## src/rtl/gray_count_decoder_pkg.sv

```systemverilog
// gray_count_decoder_pkg: FSM state and step classification types for the Gray counter receiver
package gray_count_decoder_pkg;
    typedef enum logic [1:0] {IDLE = 2'd0, TRACK = 2'd1, FAULT = 2'd2} state_t;
    typedef enum logic [1:0] {HOLD, UP, DOWN, ILLEGAL} step_t;
endpackage

```

## src/rtl/gray_count_decoder_if.sv

```systemverilog
// gray_count_decoder_if: Gray sample input and decoded status bundle
interface gray_count_decoder_if #(
    parameter int N_BITS    = 5,
    parameter int ERR_CNT_W = 8
);
    logic [1:N_BITS]      gray_in;
    logic                 gray_valid;
    logic [1:N_BITS]      bin_out;
    logic                 bin_valid;
    logic                 dir_up;
    logic                 step_err;
    logic                 locked;
    logic [ERR_CNT_W-1:0] err_count;
    modport master (output gray_in, gray_valid, input bin_out, bin_valid, dir_up, step_err, locked, err_count);
    modport slave  (input gray_in, gray_valid, output bin_out, bin_valid, dir_up, step_err, locked, err_count);
endinterface

```

## src/rtl/gray_to_bin.sv

```systemverilog
// gray_to_bin: combinational MSB-first Gray to binary prefix-XOR converter
module gray_to_bin #(
    parameter int N_BITS = 5
) (
    input  logic [1:N_BITS] gray,
    output logic [1:N_BITS] bin
);
    for (genvar i = 1; i <= N_BITS; i++) begin : g_bit
        assign bin[i] = ^gray[1:i];
    end
endmodule

```

## src/rtl/gray_count_decoder.sv

```systemverilog
// gray_count_decoder: decodes Gray samples, checks single-step motion and tracks lock status
module gray_count_decoder
    import gray_count_decoder_pkg::*;
#(
    parameter int N_BITS     = 5,
    parameter int RELOCK_LEN = 4,
    parameter int ERR_CNT_W  = 8
) (
    input logic Clock,
    input logic Clear,
    gray_count_decoder_if.slave bus
);
    localparam int RC_W = $clog2(RELOCK_LEN + 1);

    logic [1:N_BITS]      s1_gray, cur_bin, delta, bin_out;
    logic                 s1_valid, bin_valid, dir_up, step_err;
    logic                 check, legal, relock_done;
    logic [ERR_CNT_W-1:0] err_count;
    logic [RC_W-1:0]      relock_cnt;
    state_t               state, state_next;
    step_t                step;

    gray_to_bin #(.N_BITS(N_BITS)) u_gray_to_bin (.gray(s1_gray), .bin(cur_bin));

    // Stage 1 capture; data holds across gaps
    always_ff @(posedge Clock) begin
        s1_valid <= !Clear && bus.gray_valid;
        if (!Clear && bus.gray_valid) s1_gray <= bus.gray_in;
    end

    // Classify the step from the last decoded value (bin_out doubles as prev_bin)
    always_comb begin
        delta       = cur_bin - bin_out;
        step        = delta == '0 ? HOLD : delta == N_BITS'(1) ? UP : &delta ? DOWN : ILLEGAL;
        check       = s1_valid && state != IDLE;
        legal       = step != ILLEGAL;
        relock_done = s1_valid && state == FAULT && legal && relock_cnt == RC_W'(RELOCK_LEN - 1);
    end

    // State register
    always_ff @(posedge Clock) begin
        state <= Clear ? IDLE : state_next;
    end

    // Next state, advanced only by decoded samples
    always_comb begin
        state_next = state;
        if (s1_valid)
            state_next = state == IDLE  ? TRACK :
                         state == TRACK ? (legal ? TRACK : FAULT) :
                         (relock_done ? TRACK : FAULT);
    end

    // Stage 2 registered outputs, error counter and relock counter
    always_ff @(posedge Clock) begin
        if (Clear) begin
            bin_out    <= '0;
            bin_valid  <= 1'b0;
            dir_up     <= 1'b0;
            step_err   <= 1'b0;
            err_count  <= '0;
            relock_cnt <= '0;
        end else begin
            bin_valid <= s1_valid;
            step_err  <= check && !legal;
            if (s1_valid) bin_out <= cur_bin;
            if (check && step == UP) dir_up <= 1'b1;
            else if (check && step == DOWN) dir_up <= 1'b0;
            if (check && !legal && !(&err_count)) err_count <= err_count + 1'b1;
            if (s1_valid && state == FAULT) relock_cnt <= (legal && !relock_done) ? relock_cnt + 1'b1 : '0;
        end
    end

    // Drive the bus; locked is a decode of the state register
    always_comb begin
        bus.bin_out   = bin_out;
        bus.bin_valid = bin_valid;
        bus.dir_up    = dir_up;
        bus.step_err  = step_err;
        bus.locked    = state == TRACK;
        bus.err_count = err_count;
    end
endmodule

```

## src/flat_wrapper.sv

```systemverilog
// flat-port wrapper written by rule: the top's interface ports become plain ports
module gray_count_decoder_flat import gray_count_decoder_pkg::*;
#(
    parameter int N_BITS     = 5,
    parameter int RELOCK_LEN = 4,
    parameter int ERR_CNT_W  = 8
)
  (Clock, Clear, bus_gray_in, bus_gray_valid, bus_bin_out, bus_bin_valid, bus_dir_up, bus_step_err, bus_locked, bus_err_count);
  gray_count_decoder_if #(.N_BITS(N_BITS), .ERR_CNT_W(ERR_CNT_W)) bus_i ();
  input logic Clock;
  input logic Clear;
  input wire logic [$bits(bus_i.gray_in)-1:0] bus_gray_in;
  input wire logic [$bits(bus_i.gray_valid)-1:0] bus_gray_valid;
  output wire logic [$bits(bus_i.bin_out)-1:0] bus_bin_out;
  output wire logic [$bits(bus_i.bin_valid)-1:0] bus_bin_valid;
  output wire logic [$bits(bus_i.dir_up)-1:0] bus_dir_up;
  output wire logic [$bits(bus_i.step_err)-1:0] bus_step_err;
  output wire logic [$bits(bus_i.locked)-1:0] bus_locked;
  output wire logic [$bits(bus_i.err_count)-1:0] bus_err_count;
  assign bus_i.gray_in = bus_gray_in;
  assign bus_i.gray_valid = bus_gray_valid;
  assign bus_bin_out = bus_i.bin_out;
  assign bus_bin_valid = bus_i.bin_valid;
  assign bus_dir_up = bus_i.dir_up;
  assign bus_step_err = bus_i.step_err;
  assign bus_locked = bus_i.locked;
  assign bus_err_count = bus_i.err_count;
  gray_count_decoder #(.N_BITS(N_BITS), .RELOCK_LEN(RELOCK_LEN), .ERR_CNT_W(ERR_CNT_W)) u_core (.Clock(Clock), .Clear(Clear), .bus(bus_i));
endmodule
```

## config.mk

```make
export PLATFORM = sky130hd
export DESIGN_NAME = gray_count_decoder_flat
export DESIGN_NICKNAME = d
export VERILOG_FILES = /design/src/rtl/gray_count_decoder_pkg.sv /design/src/rtl/gray_count_decoder_if.sv /design/src/rtl/gray_to_bin.sv /design/src/rtl/gray_count_decoder.sv /design/src/flat_wrapper.sv
export SDC_FILE = /design/constraint.sdc
export NUM_CORES = 1
export LEC_CHECK = 0
export ABC_AREA = 1
export CAP_MARGIN = 20
export CORE_ASPECT_RATIO = 0.9
export CORE_MARGIN = 3
export CORE_UTILIZATION = 44
export CTS_CLUSTER_SIZE = 30
export DETAILED_ROUTE_END_ITERATION = 6
export MAX_ROUTING_LAYER = met4
export PLACE_DENSITY = 0.79
export SYNTH_ARGS = -nofsm -noshare
export SYNTH_HDL_FRONTEND = slang
export SYNTH_SLANG_ARGS = --single-unit
export TNS_END_PERCENT = 20
```

## constraint.sdc

```tcl
create_clock -name Clock -period 8.9 [get_ports Clock]
set_clock_uncertainty 0.2 [all_clocks]
set_input_delay 1.78 -clock Clock [delete_from_list [all_inputs] [get_ports Clock]]
set_output_delay 1.78 -clock Clock [all_outputs]
set_load 0.02 [all_outputs]
```

# Yosys cells after proc, flatten, opt, wreduce, memory -nomap -nowiden
# Index checks and enable logic that the tools add are counted.
[op_classes]
n_mux = 10
reduce_logical = 24
addsub = 3
n_eq_ne = 7
[ops]
columns = ["operator", "count"]
rows = [
  ["two-way mux 2 bit", 6],
  ["logical AND 1 bit", 10],
  ["adder 8 x 1 -> 8 bit (second input constant)", 1],
  ["AND reduction 8 bit", 1],
  ["equality test 5 x 1 -> 1 bit (second input constant)", 1],
  ["zero test 5 bit", 1],
  ["AND reduction 5 bit", 1],
  ["parity 5 bit", 1],
  ["subtractor 5 bit", 1],
  ["equality test 2 x 1 -> 1 bit (second input constant)", 2],
  ["equality test 2 bit (second input constant)", 2],
  ["zero test 1 bit", 4],
  ["nonzero test 2 bit", 2],
  ["parity 4 bit", 1],
  ["adder 3 x 1 -> 3 bit (second input constant)", 1],
  ["equality test 3 x 2 -> 1 bit (second input constant)", 1],
  ["two-way mux 1 bit", 3],
  ["two-way mux 3 bit", 1],
  ["parity 3 bit", 1],
  ["zero test 2 bit", 1],
  ["inequality test 2 bit (second input constant)", 1],
  ["parity 2 bit", 1],
]
[word_totals]
regBits = 27
output_inout_bits = 17
input_bits = 8

# Longest topological paths before layout
# Gate-level depths: netlist (run 1).
[logic_depth]
ltp_word = 12
depth_mapped = 17

# By module
# Synthesis (run 1) repeated with hierarchy kept, for this count alone.
[unflattened]
cells_unflattened = 196
hier_area_um2 = 1475.2
[by_module_without_submodules]
columns = ["mod", "instances", "cells_each", "area_each_um2"]
rows = [
  ["gray_count_decoder", 1, 169, 1346.3],
  ["gray_to_bin", 1, 27, 128.9],
]

# Worst setup path after synthesis (run 1)
# Ideal clock, no wire load.
[synth_path]
path_kind = "reg-to-reg"
start = "reg u_core.s1_gray[1] in the netlist's numbering"
end = "reg u_core.err_count[0] (netlist: u_core.bus.err_count[0])"
period_less_slack_ns = 2.990
path_stages_with_launch = 15
arrival_time_ns = 2.677
t_required_ns = 8.587
path_slack_ns = 5.910
path_buffers = 0
path_cell_list = "edfxtp_1 xnor2_1 xnor2_1 or2_2 and2_1 ha_1 fa_1 a21boi_0 nand3_1 nor2_1 nor2_4 nand3_4 inv_2 nor2_1 nor2_1"
[synth_between]
elab_chain_cells = 10
[synth_rtl]
columns = ["element", "line_no", "source"]
rows = [
  ["from (decl)", "gray_count_decoder.sv:15", "logic [1:N_BITS] s1_gray, cur_bin, delta, bin_out;"],
  ["from (signal assigned)", "gray_count_decoder.sv:28", "if (!Clear && bus.gray_valid) s1_gray <= bus.gray_in;"],
  ["parity 5 bit (tied with other cells)", "gray_to_bin.sv:9", "assign bin[i] = ^gray[1:i];"],
  ["subtractor 5 bit (*)", "gray_count_decoder.sv:33", "delta = cur_bin - bin_out;"],
  ["AND reduction 5 bit", "gray_count_decoder.sv:34", "step = delta == '0 ? HOLD : delta == N_BITS'(1) ? UP : &delta ? DOWN : ILLEGAL;"],
  ["two-way mux 1 bit", "gray_count_decoder.sv:34", ""],
  ["two-way mux 2 bit", "gray_count_decoder.sv:34", ""],
  ["two-way mux 2 bit (*)", "gray_count_decoder.sv:34", ""],
  ["inequality test 2 bit (*)", "gray_count_decoder.sv:36", "legal = step != ILLEGAL;"],
  ["zero test 1 bit (*)", "gray_count_decoder.sv:69", "if (check && !legal && !(&err_count)) err_count <= err_count + 1'b1;"],
  ["logical AND 1 bit (*) (2 in a row)", "gray_count_decoder.sv:69", ""],
  ["to (signal assigned)", "gray_count_decoder.sv:69", ""],
  ["to (decl)", "gray_count_decoder.sv:18", "logic [ERR_CNT_W-1:0] err_count;"],
]
# Every way passes the cells marked *; elsewhere a longest branch is shown, timed or not.
# A chain may end at the register's enable or synchronous reset.

# Final worst setup path (run 1)
[layout_path]
start = "reg u_core.state[0]"
end = "out bus_locked"
[layout_between]
elab_chain_cells = 1
[layout_rtl]
columns = ["element", "line_no", "source"]
rows = [
  ["from (decl)", "gray_count_decoder.sv:20", "state_t state, state_next;"],
  ["from (signal assigned)", "gray_count_decoder.sv:42", "state <= Clear ? IDLE : state_next;"],
  ["equality test 2 x 1 -> 1 bit", "gray_count_decoder.sv:80", "bus.locked = state == TRACK;"],
  ["to (decl)", "flat_wrapper.sv:18", "output wire logic [$bits(bus_i.locked)-1:0] bus_locked;"],
]
# Every way passes these cells.

==> results of run 1 <==
-- flip-flops by register name (all words and copies together), names as in the netlist --
| signal | flops |
|---|---|
| u_core.s1_valid | 1 |
| u_core.bus.err_count | 8 |
| u_core.bus.step_err | 1 |
| u_core.state | 2 |
| u_core.bus.bin_valid | 1 |
| u_core.relock_cnt | 3 |
| u_core.s1_gray | 5 |
| u_core.bus.bin_out | 5 |
| u_core.bus.dir_up | 1 |
-- critical path, stage by stage, from the launching register on --
cell and delay (ns):
dfxtp_1 0.37, inv_1 0.06, nor2_1 0.10, clkdlybuf4s50_1 0.61
-- report_power, final --
| part | switching (uW) | internal (uW) |
|---|---|---|
| Clock | 41.6 | 32.9 |
| Sequential | 4.72 | 130 |
| Combinational | 48.3 | 30.9 |
| Total | 94.6 | 193 |
-- final timing paths --
kind / cells after the start / to / startpoint
min: 2 / u_core.relock_cnt[2] / u_core.relock_cnt[2]
max: 3 / bus_locked / u_core.state[0]
min reg2reg: 2 / u_core.relock_cnt[2] / u_core.relock_cnt[2]
max reg2reg: 14 / u_core.bus.err_count[1] / u_core.s1_gray[1]
-- routing by layer --
metal,up-vias,routed length (um),GRT usage,part of all wire
li1,690,-,-,-
met1,532,1410,0.205,0.51
met2,26,1190,0.234,0.43
met3,4,118,0.0378,0.043
met4,0,36,0.0425,0.013
met5,-,0,-,0
-- cells in the final DEF, fill, tap and decap left out, drive strengths merged --
cell type and instances:
nand3b 1, edfxtp 5, o211ai 1, xor2 9, nand4 9, clkbuf 3, nand2 39, nor3 2
clkdlybuf4s50 24, and2 1, or2 1, o21ai 9, inv 33, ha 7, dfxtp 22, nor2 19
a21oi 17, xnor2 2, a21boi 1, nand3 17, fa 1
-- cell usage after synthesis, types with 2 or more instances --
library cell  count
nand2_2           2
nor2_1           18
nand3_1          15
xor2_1            6
ha_1              7
nand3_4           2
edfxtp_1          5
a21oi_1          17
nand4_1           9
nor3_1            2
o21ai_0           8
inv_2             2
xnor2_1           2
nand2_1          37
xor2_2            3
inv_1            30
dfxtp_1          22
-- cell families (layout without fill, tap and decap cells) --
| group | Yosys count | count (layout) |
|---|---|---|
| and+or+nand+nor | 89 | 89 |
| buffers and inverters | 34 | 60 |
| AOI/OAI and AO/OA | 28 | 28 |
| DFF | 27 | 27 |
| xor gates and xnor gates | 11 | 11 |
| adders and majority gates | 8 | 8 |
-- stage by stage --
stage               total power [uW]  area [um^2]  hold WS (ns)  std cells  worst slack (ns)
finish                           288         1860         0.272        265              5.50
global route                     308         1860         0.304        265              5.34
CTS                              292         1860         0.277        265              5.49
detailed placement               216         1810         0.262        261              5.39
global placement                 214         1810         0.254        261              5.42
floorplan                        196         1530         0.245        197              5.91
-- area by class of cell --
cell class                      instances  area share
Clock inverter                          1     0.00472
Tap cell                               42      0.0283
Clock buffer                            3      0.0223
Sequential cell                        27       0.318
Inverter                               32      0.0647
Timing Repair Buffer                   24       0.129
Multi-Input combinational cell        136       0.432
==> metrics.txt, run 1 <==
status finished, final reports clean; Least-Margin Pin Slew 0.555 ns; Hold Vio Cnt, Final 0; first-pass GRT wire length between 4000 and 5000 um; Port Buf Inserts 24; initial drt markers 79; filler instances between 200 and 300; Worst EP arrival 1.42 ns; leakage power 0.000782 uW; Compound-Gate Fraction of Synth Area 0.0975; routed len/inst slightly above 10 um; # diodes 0; residual DRC count 0; Post-synth top flop dfxtp_1; hold crit path type register to register; sequential element share of the synthesized area 0.387; Slew HR 0.629; RSZ-0062 raised after global routing no; die width 68.1 um; crit share post-route 0.382; largest net degree at the start of global routing 18; main combinational cell family by area after synthesis simple AND/OR/NAND/NOR gates; Worst Path Max Fanout 4; Async S/R FF share, synth 0; syn_nets about 210; Rows 19; top-level port count 25; Yosys top cell area share 0.288; Post-Synth Simple-Gate Area 0.279; fin nets 240; number of synthesized flops with an enable pin 5; CTS tree done; DR vias/cell between 4 and 5; reg2reg setup slack between 5 and 6 ns; startpoint class of the critical path register; Multi-input gate area between 800 and 900 um^2; CTS clock-pin slew for the worst setup and hold paths roughly 0.1 ns; Cells after Synth 197; peak supply drop around 0.000086 V; crit end category output pin; Mapped Area 1530 um^2; core box area approximately 3200 um^2; Fmax achieved a little under 0.3 GHz; Final setup viols 0; Area Overhead vs Synth 21.5%; DR pass1 iterations 4; Synth area leaders dfxtp_1, edfxtp_1, nand2_1; grt total ovfl 0; postcts setup bufs 0; clock root cell clkbuf_8; pwr dens 155 nW/um^2; setup TNS 0 ns; vias in the first global route roughly 1100; Final Max Slew Viols 0; yosys warns 0; Synth Area in XOR/XNOR 0.0778; # Max-Cap Violations 0; Vias ~1300; Critical Path RT about 7 ns; gpl congestion between 0.8 and 0.9; Die ar. around 4200 um^2; Syn Area/Cell ~7.8 um^2; DRT Wirelength around 2800 um; Core Util, Final 0.582; DRT antenna net count 0; Die Y 61.9 um; Clock Latency Late Sink 0.27 ns; CTS Buffer Depth 2; CP Class register to output pin; cts hold-fix bufs 0; layout cells sized above 1 0.0717; TritonCTS Buffers 3; initial antenna violation count 0; initial core utilization 0.480; Adder-Cell Fraction of Synth Area 0.0704; sequential cell area 591 um^2; H-Tree Depth 1; CTS Sinks 27; Resized Gates After CTS 0; post-synthesis mux area share 0; largest area contributor in the netlist dfxtp_1; Detailed Place HPWL around 2100 um; post-synth cell types 27; gr usage total 0.154; Yosys reg bits 27; Tmin final roughly 3.4 ns
Note: power is estimated with default switching activity, not from simulation.
==> run 2, diff against run 1 <==
==> constraint.sdc (replaced) <==
create_clock -name Clock -period 3.2 [get_ports Clock]
set_clock_uncertainty 0.2 [all_clocks]
set_input_delay 0.64 -clock Clock [delete_from_list [all_inputs] [get_ports Clock]]
set_output_delay 0.64 -clock Clock [all_outputs]
set_load 0.02 [all_outputs]
==> run 2 against run 1 <==
- the flow now finishes with violations (negative setup slack)
- final area increased by 10%
- die area is the same
- critical endpoint is now u_core.state[1]
- first-iteration DRC count is 30% higher
- hold slack about the same
- global-route usage is 0.53 points higher
- register-to-register slack got worse by 5.7 ns
- combinational power grew to 4.0 times the previous value
- non-clock buffer count is 11 higher
==> metrics.txt, run 2 (synthesis results as in run 1) <==
Core Util, Final 0.641 (+0.0581); layout cells sized above 1 0.197 (+0.125); CTS tree done; hold_ws 0.272 ns (+0.0000540 ns); commonest non-fill, non-tap cell in the layout nand2_1; CTS clock-pin slew for the worst setup and hold paths 0.09 ns (about the same); hold crit path type register to register; Cell Chain, Critical Path buf_4 > xor2_4 > xor2_2 > xor2_2 > fa_2 > buf_4 > nor3_2 > nand3_4 > nand2_4 > nand3_1 > nand2_1 > a21oi_1; Critical Path RT 3.16 ns (-3.76 ns); top-level port count 25 (unchanged); Tot Pwr 891 uW (+210%); Tmin final approximately 3.2 ns; Worst Path Max Fanout 7 (+3); pwr dens 437 nW/um^2 (+180%); status finished, violations left; gpl congestion 0.831 (-6.5%); Reg2Reg Launch Point u_core.s1_gray[1]; Vias 1404 (+12%); # diodes 0 (unchanged); HP Start u_core.relock_cnt[2]; filler instances 261 (-13%); Die Y 61.9 um (unchanged); crit share post-route 1.01; RSZ-0062 raised after global routing yes; core box area 3190 um^2 (unchanged); Clock Latency Late Sink 0.28 ns (about the same); Max stage delay cell, worst path fa_2; dpl ws 0.0180 ns (-5.38 ns); Final Max Slew Viols 0 (unchanged); sequential cell area 591 um^2 (unchanged); initial core utilization 0.480 (unchanged); Fmax achieved roughly 0.31 GHz; first-pass GRT wire length 4930 um (+3.0%); Slew HR 0.736 (+0.107); Hold Vio Cnt, Final 0 (unchanged); fin nets 251 (+4.6%); vias in the first global route 1136 (+5.0%); crit end category register; peak supply drop 0.000307 V (+260%); CTS Sinks 27 (unchanged); # Max-Cap Violations 0 (unchanged); DR vias/cell 5.09 (+7.7%); Rows 19 (unchanged); residual DRC count 0 (unchanged); DR pass1 iterations 4 (unchanged); largest net degree at the start of global routing 18 (unchanged); leakage power 0.000852 uW (+8.9%); Worst EP arrival 3.18 ns (+1.76 ns); routed len/inst 12.3 um (+18%); cts hold-fix bufs 0 (unchanged); reg2reg setup slack -0.02 ns (-5.70 ns); Die ar. 4220 um^2 (unchanged); die width 68.1 um (unchanged); Final WS setup -0.0195 ns (-5.52 ns); max reg flops 8 (unchanged); Least-Margin Pin Slew 0.395 ns (-0.160 ns); Multi-input gate area 901 um^2 (+12%); Largest regs u_core.bus.err_count: 8 flops, u_core.bus.bin_out: 5 flops, u_core.s1_gray: 5 flops; CTS Buffer Depth 2 (unchanged); DRT antenna net count 0 (unchanged); initial drt markers 103 (+30%); startpoint class of the critical path register; Detailed Place HPWL 2320 um (+9.0%); commonest non-fill, non-tap cells in the layout nand2_1, inv_1, clkdlybuf4s50_1; CP Class register to register; Final setup viols 1 (+1); violated checks negative setup slack; DRT Wirelength 3390 um (+23%); grt total ovfl 0 (unchanged); Port Buf Inserts 24 (unchanged); Area Overhead vs Synth 33.6%; H-Tree Depth 1 (unchanged); gr usage total 0.159 (+0.00532); Biggest register u_core.bus.err_count; initial antenna violation count 0 (unchanged); TritonCTS Buffers 3 (unchanged); critical path launch point u_core.s1_gray[1]; clock root cell clkbuf_8; critical path's largest stage delay 0.51 ns (-0.10 ns)
-- run 2: stage by stage --
step / cell area (um^2) / setup TNS (ns) / cells
after floorplan: 1530 / 0 / 197
after global placement: 1820 / 0 / 263
after detailed placement: 1820 / 0 / 263
after CTS: 1870 / 0 / 267
after global routing: 2040 / -0.817 / 276
final: 2040 / -0.0195 / 276
-- run 2: report_power, final --
| group | total (uW) | switching [uW] | leakage, uW | internal (uW) |
|---|---|---|---|---|
| clock network | 205 | 113 | 0.0000261 | 91.5 |
| registers | 374 | 13.2 | 0.000226 | 360 |
| logic | 313 | 180 | 0.000600 | 133 |
| total | 891 | 306 | 0.000852 | 585 |
-- run 2: area by class of cell --
cell class / count / share of cell area
multi-input cells: 136 / 0.441
flip-flops and latches: 27 / 0.289
repair buffers: 35 / 0.160
inverters: 32 / 0.0589
well taps: 42 / 0.0258
clock buffers: 3 / 0.0202
clock inverters: 1 / 0.00429
-- run 2: path summary, 6_finish.rpt --
path / to / depth (start not counted)
min reg2reg: u_core.relock_cnt[2] / 2
min: u_core.relock_cnt[2] / 2
max reg2reg: u_core.state[1] / 12
max: u_core.state[1] / 12
-- run 2: critical path: cells and delay by family, from the launching register on --
kind            cells  cell delay [ns]
flops               1             0.44
buf+inv             2             0.35
compound gates      1             0.06
fa+ha+maj           1             0.51
xor+xnor            3             0.72
simple gates        5             0.80
-- run 2: metal layers --
metal / track usage / vias up / wire length [um]
li1: - / 718 / -
met4: 0.0425 / 0 / 63
met3: 0.0378 / 9 / 170
met2: 0.245 / 37 / 1570
met5: - / - / 0
met1: 0.211 / 640 / 1580
-- run 2: timing repair --
action,in CTS,in global routing
setup buffers,0,9
endpoints found under the setup margin,0,15
gates resized for setup,0,26
